### config.mk
export PLATFORM = sky130hd
export DESIGN_NAME = bc_polinomio_flat
export DESIGN_NICKNAME = d
export VERILOG_FILES = /design/src/rtl/bc_polinomio_pkg.sv /design/src/rtl/bc_polinomio_if.sv /design/src/rtl/bc_polinomio_passo_contador.sv /design/src/rtl/bc_polinomio.sv /design/src/flat_wrapper.sv
export SDC_FILE = /design/constraint.sdc
export NUM_CORES = 1
export LEC_CHECK = 0
export CORE_AREA = 2 2 39 41
export CTS_BUF_LIST = sky130_fd_sc_hd__clkbuf_2
export DETAILED_ROUTE_END_ITERATION = 12
export DIE_AREA = 0 0 41 43
export GPL_TIMING_DRIVEN = 0
export HOLD_SLACK_MARGIN = 0.12
export PLACE_DENSITY = 0.78
export SLEW_MARGIN = 30
export SYNTH_ARGS = -nofsm -noshare
export SYNTH_HDL_FRONTEND = slang
export SYNTH_SLANG_ARGS = --single-unit
### constraint.sdc
create_clock -name clk -period 1.45 [get_ports clk]
set_input_delay 0.2175 -clock clk [delete_from_list [all_inputs] [get_ports clk]]
set_output_delay 0.2175 -clock clk [all_outputs]
set_load 0.05 [all_outputs]
### src/rtl/bc_polinomio_pkg.sv
// Shared types and constants for the polynomial control block.
// State encoding, BO mux selects and ULA op codes.
package bc_polinomio_pkg;

    typedef enum logic [2:0] {
        IDLE,
        LOADX,
        XX,
        AXX,
        BX,
        SUM1,
        SUMC,
        DONE
    } estado_t;

    localparam logic [1:0] SEL_M0_ZERO = 2'b00;
    localparam logic [1:0] SEL_M0_A    = 2'b01;
    localparam logic [1:0] SEL_M0_B    = 2'b10;
    localparam logic [1:0] SEL_M0_C    = 2'b11;

    localparam logic [1:0] SEL_M1_M0 = 2'b00;
    localparam logic [1:0] SEL_M1_R0 = 2'b01;
    localparam logic [1:0] SEL_M1_R2 = 2'b10;
    localparam logic [1:0] SEL_M1_R1 = 2'b11;

    localparam logic [1:0] SEL_M2_R0 = 2'b00;
    localparam logic [1:0] SEL_M2_M0 = 2'b01;
    localparam logic [1:0] SEL_M2_R2 = 2'b10;
    localparam logic [1:0] SEL_M2_R1 = 2'b11;

    localparam logic H_MUL = 1'b1;
    localparam logic H_ADD = 1'b0;

    typedef struct packed {
        logic [1:0] m0;
        logic [1:0] m1;
        logic [1:0] m2;
        logic       lx;
        logic       lh;
        logic       ls;
        logic       h;
        logic       busy;
        logic       fim;
    } ctrl_t;

endpackage

### src/rtl/bc_polinomio_if.sv
// Host handshake plus BO control bundle of the polynomial control block.
// The control block is the slave side; host/BO use the master side.
interface bc_polinomio_if;
    logic       start;
    logic       modo;
    logic [1:0] M0;
    logic [1:0] M1;
    logic [1:0] M2;
    logic       LX;
    logic       LH;
    logic       LS;
    logic       H;
    logic       busy;
    logic       fim;

    modport master (
        output start, modo,
        input  M0, M1, M2, LX, LH, LS, H, busy, fim
    );

    modport slave (
        input  start, modo,
        output M0, M1, M2, LX, LH, LS, H, busy, fim
    );
endinterface

### src/rtl/bc_polinomio_passo_contador.sv
// Step-hold counter: stretches each compute step to WAIT_CYC+1 cycles.
module passo_contador #(
    parameter int WAIT_CYC = 0
) (
    input  logic clk,
    input  logic rst,
    input  logic clear,
    input  logic enable,
    output logic last
);

    localparam logic [3:0] LIM = 4'(WAIT_CYC);

    logic [3:0] cnt;

    always_ff @(posedge clk) begin
        if (rst || clear)
            cnt <= '0;
        else if (enable)
            cnt <= cnt + 4'd1;
    end

    assign last = (cnt == LIM);

endmodule

### src/rtl/bc_polinomio.sv
// Control FSM sequencing the BO datapath for y = A*x^2 + B*x + C
// (quadratic) or y = B*x + C (linear); result is left in R2.
module bc_polinomio
    import bc_polinomio_pkg::*;
#(
    parameter int WAIT_CYC = 0
) (
    input  logic           clk,
    input  logic           rst,
    bc_polinomio_if.slave  bus
);

    estado_t st, nxt;
    ctrl_t   c;
    logic    modo_q;
    logic    last;
    logic    clr;
    logic    en;

    passo_contador #(.WAIT_CYC(WAIT_CYC)) u_cnt (
        .clk    (clk),
        .rst    (rst),
        .clear  (clr),
        .enable (en),
        .last   (last)
    );

    always_ff @(posedge clk) begin
        if (rst) begin
            st     <= IDLE;
            modo_q <= 1'b0;
        end else begin
            st <= nxt;
            if (st == IDLE && bus.start)
                modo_q <= bus.modo;
        end
    end

    always_comb begin
        nxt = st;
        c   = '0;
        clr = 1'b1;
        en  = 1'b0;
        unique case (st)
            IDLE: begin
                if (bus.start)
                    nxt = LOADX;
            end
            LOADX: begin
                c.lx   = 1'b1;
                c.busy = 1'b1;
                nxt    = modo_q ? BX : XX;
            end
            XX: begin
                c.m1 = SEL_M1_R0;
                c.m2 = SEL_M2_R0;
                c.h  = H_MUL;
                c.lh = last;
                if (last) nxt = AXX;
            end
            AXX: begin
                c.m0 = SEL_M0_A;
                c.m1 = SEL_M1_M0;
                c.m2 = SEL_M2_R1;
                c.h  = H_MUL;
                c.lh = last;
                if (last) nxt = BX;
            end
            BX: begin
                c.m0 = SEL_M0_B;
                c.m1 = SEL_M1_M0;
                c.m2 = SEL_M2_R0;
                c.h  = H_MUL;
                c.ls = last;
                if (last) nxt = modo_q ? SUMC : SUM1;
            end
            SUM1: begin
                c.m1 = SEL_M1_R2;
                c.m2 = SEL_M2_R1;
                c.h  = H_ADD;
                c.ls = last;
                if (last) nxt = SUMC;
            end
            SUMC: begin
                c.m0 = SEL_M0_C;
                c.m1 = SEL_M1_R2;
                c.m2 = SEL_M2_M0;
                c.h  = H_ADD;
                c.ls = last;
                if (last) nxt = DONE;
            end
            DONE: begin
                c.busy = 1'b1;
                c.fim  = 1'b1;
                nxt    = IDLE;
            end
            default: nxt = IDLE;
        endcase
        // Counter runs only inside a compute step and clears as it advances
        if (st inside {XX, AXX, BX, SUM1, SUMC}) begin
            c.busy = 1'b1;
            clr    = last;
            en     = ~last;
        end
    end

    assign bus.M0   = c.m0;
    assign bus.M1   = c.m1;
    assign bus.M2   = c.m2;
    assign bus.LX   = c.lx;
    assign bus.LH   = c.lh;
    assign bus.LS   = c.ls;
    assign bus.H    = c.h;
    assign bus.busy = c.busy;
    assign bus.fim  = c.fim;

endmodule

### src/flat_wrapper.sv
// flat-port wrapper written by rule: the top's interface ports become plain ports
module bc_polinomio_flat import bc_polinomio_pkg::*;
#(
    parameter int WAIT_CYC = 0
)
  (clk, rst, bus_start, bus_modo, bus_M0, bus_M1, bus_M2, bus_LX, bus_LH, bus_LS, bus_H, bus_busy, bus_fim);
  bc_polinomio_if bus_i ();
  input  logic clk;
  input  logic rst;
  input wire logic [$bits(bus_i.start)-1:0] bus_start;
  input wire logic [$bits(bus_i.modo)-1:0] bus_modo;
  output wire logic [$bits(bus_i.M0)-1:0] bus_M0;
  output wire logic [$bits(bus_i.M1)-1:0] bus_M1;
  output wire logic [$bits(bus_i.M2)-1:0] bus_M2;
  output wire logic [$bits(bus_i.LX)-1:0] bus_LX;
  output wire logic [$bits(bus_i.LH)-1:0] bus_LH;
  output wire logic [$bits(bus_i.LS)-1:0] bus_LS;
  output wire logic [$bits(bus_i.H)-1:0] bus_H;
  output wire logic [$bits(bus_i.busy)-1:0] bus_busy;
  output wire logic [$bits(bus_i.fim)-1:0] bus_fim;
  assign bus_i.start = bus_start;
  assign bus_i.modo = bus_modo;
  assign bus_M0 = bus_i.M0;
  assign bus_M1 = bus_i.M1;
  assign bus_M2 = bus_i.M2;
  assign bus_LX = bus_i.LX;
  assign bus_LH = bus_i.LH;
  assign bus_LS = bus_i.LS;
  assign bus_H = bus_i.H;
  assign bus_busy = bus_i.busy;
  assign bus_fim = bus_i.fim;
  bc_polinomio #(.WAIT_CYC(WAIT_CYC)) u_core (.clk(clk), .rst(rst), .bus(bus_i));
endmodule
==> out/metrics.yaml <==
htree_levels: 1
powerDensity_nw_per_um2: 1560
holdCritPathClass: "register to register"
ant_nets: 0
synthTopCellsByArea: "dfxtp_1 (31%), mux2i_1 (5.8%), nor2_1 (5.8%), ha_1 (4.8%), inv_1 (3.6%)"
syn_to_final_growth_pct: 83.8
drv_slew: 0
r2r_start: "u_core.u_cnt.cnt[1]"
r2r-end: "u_core.st[1]"
grt_start_max_net_pins: 11
cts_tree: "done"
layout_commonest_cell: "buf_6"
post-route-period-util_pct: 115
ys_ff_latch: 8
crit_fanout: 6
yosysTopAreaCellShare_pct: 31.0
place_congestion: 0.762
fmax_mhz: 599
grt_pass1_vias: 507
max_slew_margin_pct: 79.6
ir_drop_v: 0.000855
placed_cells: 94
rsz0062_at_grt: "yes"
nets: 102
io_pins: 16
max-cap-violations: 0
antenna_cells: 0
yosysWarnings: 0
critPathKind: "register to output port"
required_ns: 1.23
critPathArrivalTime_ns: 1.45
avgRoutedWirePerCell_um: 13.0
hp-start: "u_core.u_cnt.cnt[0]"
syn_area_um2: 517
post-route-util_pct: 68.6
track_usage_pct: 17.3
drive_above_1_share_pct: 60.6
cellLeakagePower_nw: 0.421
postSynthAreaPerCell_um2: 8.20
core_area_um2: 1380
holdBufCountCts: 0
reg2reg_depth: 6
setup_violations: 9
holdPathEnd: "u_core.u_cnt.cnt[0]"
final-instance-count-excl-fill: 110
drt_iter0_drc: 6
dieArea_um2: 1760
cts.sinks: 8
yosysTopAreaCell: "dfxtp_1"
synth-seq-area-share_pct: 31.0
holdPathStages: 2
synth.distinct_cells: 29
num_rows: 14
violations: "setup timing"
ctsLongestPathBuffers: 2
numCtsBuffers: 3
start_util_pct: 37.3
grt_pass1_wl_um: 2080
io_buffers: 15
max_slew.worst_pin.slew_ns: 0.304
netlist_instances: 63
wl_um: 1430
fp.dieW_um: 41
crit_path_start_kind: "register"
finalCriticalPeriod_ns: 1.67
dr_total_vias: 547
insertion_delay_ns: 0.26
critPathCaptureType: "output port"
clock_skew_ns: 0.00477
status: "finished with violations"
layout_setup_ws_ns: -0.219
mostFrequentLayoutCells: "buf_6 (14), buf_4 (10), nor2_1 (6)"
dr.pass1.iters: 4
syn_nets: 69
antenna_found_initial: 0
place_hpwl_um: 780
drc: 0
hold_viol_final: 0
clk_pin_slew_worst_paths_ns: 0.08
vias_per_cell: 4.97
regToRegSetupSlack_ns: 0.02
grt.overflow.total: 0
die_y_um: 43
clockRootBuffer: "clkbuf_2"
-- what timing repair did --
item,4_1_cts,5_1_grt
setup endpoints to repair,12,14
pin swaps,2,5
cloned,0,0
buffers inserted,6,7
gates resized for setup,85,33
-- routing by layer --
layer  track usage [%]  routed length, um
met1              21.3                639
met2              26.6                691
met3              4.71                 69
met4              8.00                 32
met5                 0                  0
-- cells in the mapped netlist --
cell	instances
and2_1	1
o21a_1	1
a21boi_1	1
nand2b_1	3
o21ai_0	2
or4_4	1
nor2_1	8
xnor2_1	1
a21oi_1	3
inv_1	5
nand2_1	3
mux2i_1	3
ha_1	2
nand3_1	1
o311ai_1	1
and2b_1	1
dfxtp_1	8
nor2b_1	1
xor2_1	2
nor3_1	3
o21bai_1	1
nor4b_2	1
and3_4	1
or2b_1	1
or3b_1	1
buf_2	3
o221a_2	1
nor3b_1	1
and3_1	2
-- how the worst max path moves through the flow --
stage                     slack (ns)   endpoint  cells past startpoint                start
after floorplan                -0.39  bus_M2[0]                      4         u_core.st[0]
after detailed placement       -0.68     bus_LS                      5  u_core.u_cnt.cnt[0]
after global placement         -0.67     bus_LS                      5  u_core.u_cnt.cnt[0]
after global routing           -0.31  bus_M2[0]                      6         u_core.st[0]
after CTS                      -0.19  bus_M2[0]                      5         u_core.st[0]
final                          -0.22  bus_M2[0]                      6         u_core.st[0]
-- critical path, cell delays in order, from the launching register on --
cell and delay [ns]:
dfxtp_2 0.35, buf_6 0.11, buf_4 0.13, nand2b_1 0.11, a21boi_4 0.19, o21bai_4 0.14, buf_6 0.17
-- state kept, by name, indices dropped and copies added (netlist names) --
name              count
u_core.modo_q         1
u_core.u_cnt.cnt      4
u_core.st             3
-- power by group --
part           switching (W)  internal (W)
combinational       0.000598      0.000451
sequential         0.0000394      0.000253
clock              0.0000874     0.0000563
-- kinds of logic after synthesis --
family                     after synthesis  share of synthesized area [%]
AOI/OAI and AO/OA                       10                           13.1
xor gates and xnor gates                 3                           5.09
adders and majority gates                2                           4.84
buffers and inverters                    8                           6.54
DFF                                      8                           31.0
muxes                                    3                           5.81
and+or+nand+nor                         29                           33.7
-- stage by stage --
stage | instance area, um^2 | TNS (ns) | setup WS, ns | hold WS [ns] | power [W]
6_report | 950 | -1.16 | -0.219 | 0.513 | 0.00148
5_1_grt | 950 | -2.05 | -0.309 | 0.537 | 0.00156
4_1_cts | 817 | -0.876 | -0.193 | 0.500 | 0.00130
3_5_place_dp | 712 | -5.34 | -0.681 | 0.454 | 0.00108
3_3_place_gp | 712 | -5.32 | -0.672 | 0.449 | 0.00107
2_1_floorplan | 542 | -0.610 | -0.387 | 0.290 | 0.000861
-- final cells by class --
| class | count | area (um^2) |
|---|---|---|
| Fill cell | 106 | 434 |
| Inverter | 5 | 22.5 |
| Buffer | 3 | 33.8 |
| Multi-Input combinational cell | 47 | 413 |
| Tap cell | 16 | 20.0 |
| Clock buffer | 3 | 15.0 |
| Timing Repair Buffer | 28 | 279 |
| Sequential cell | 8 | 166 |
Note: power is estimated with default switching activity, not from simulation.
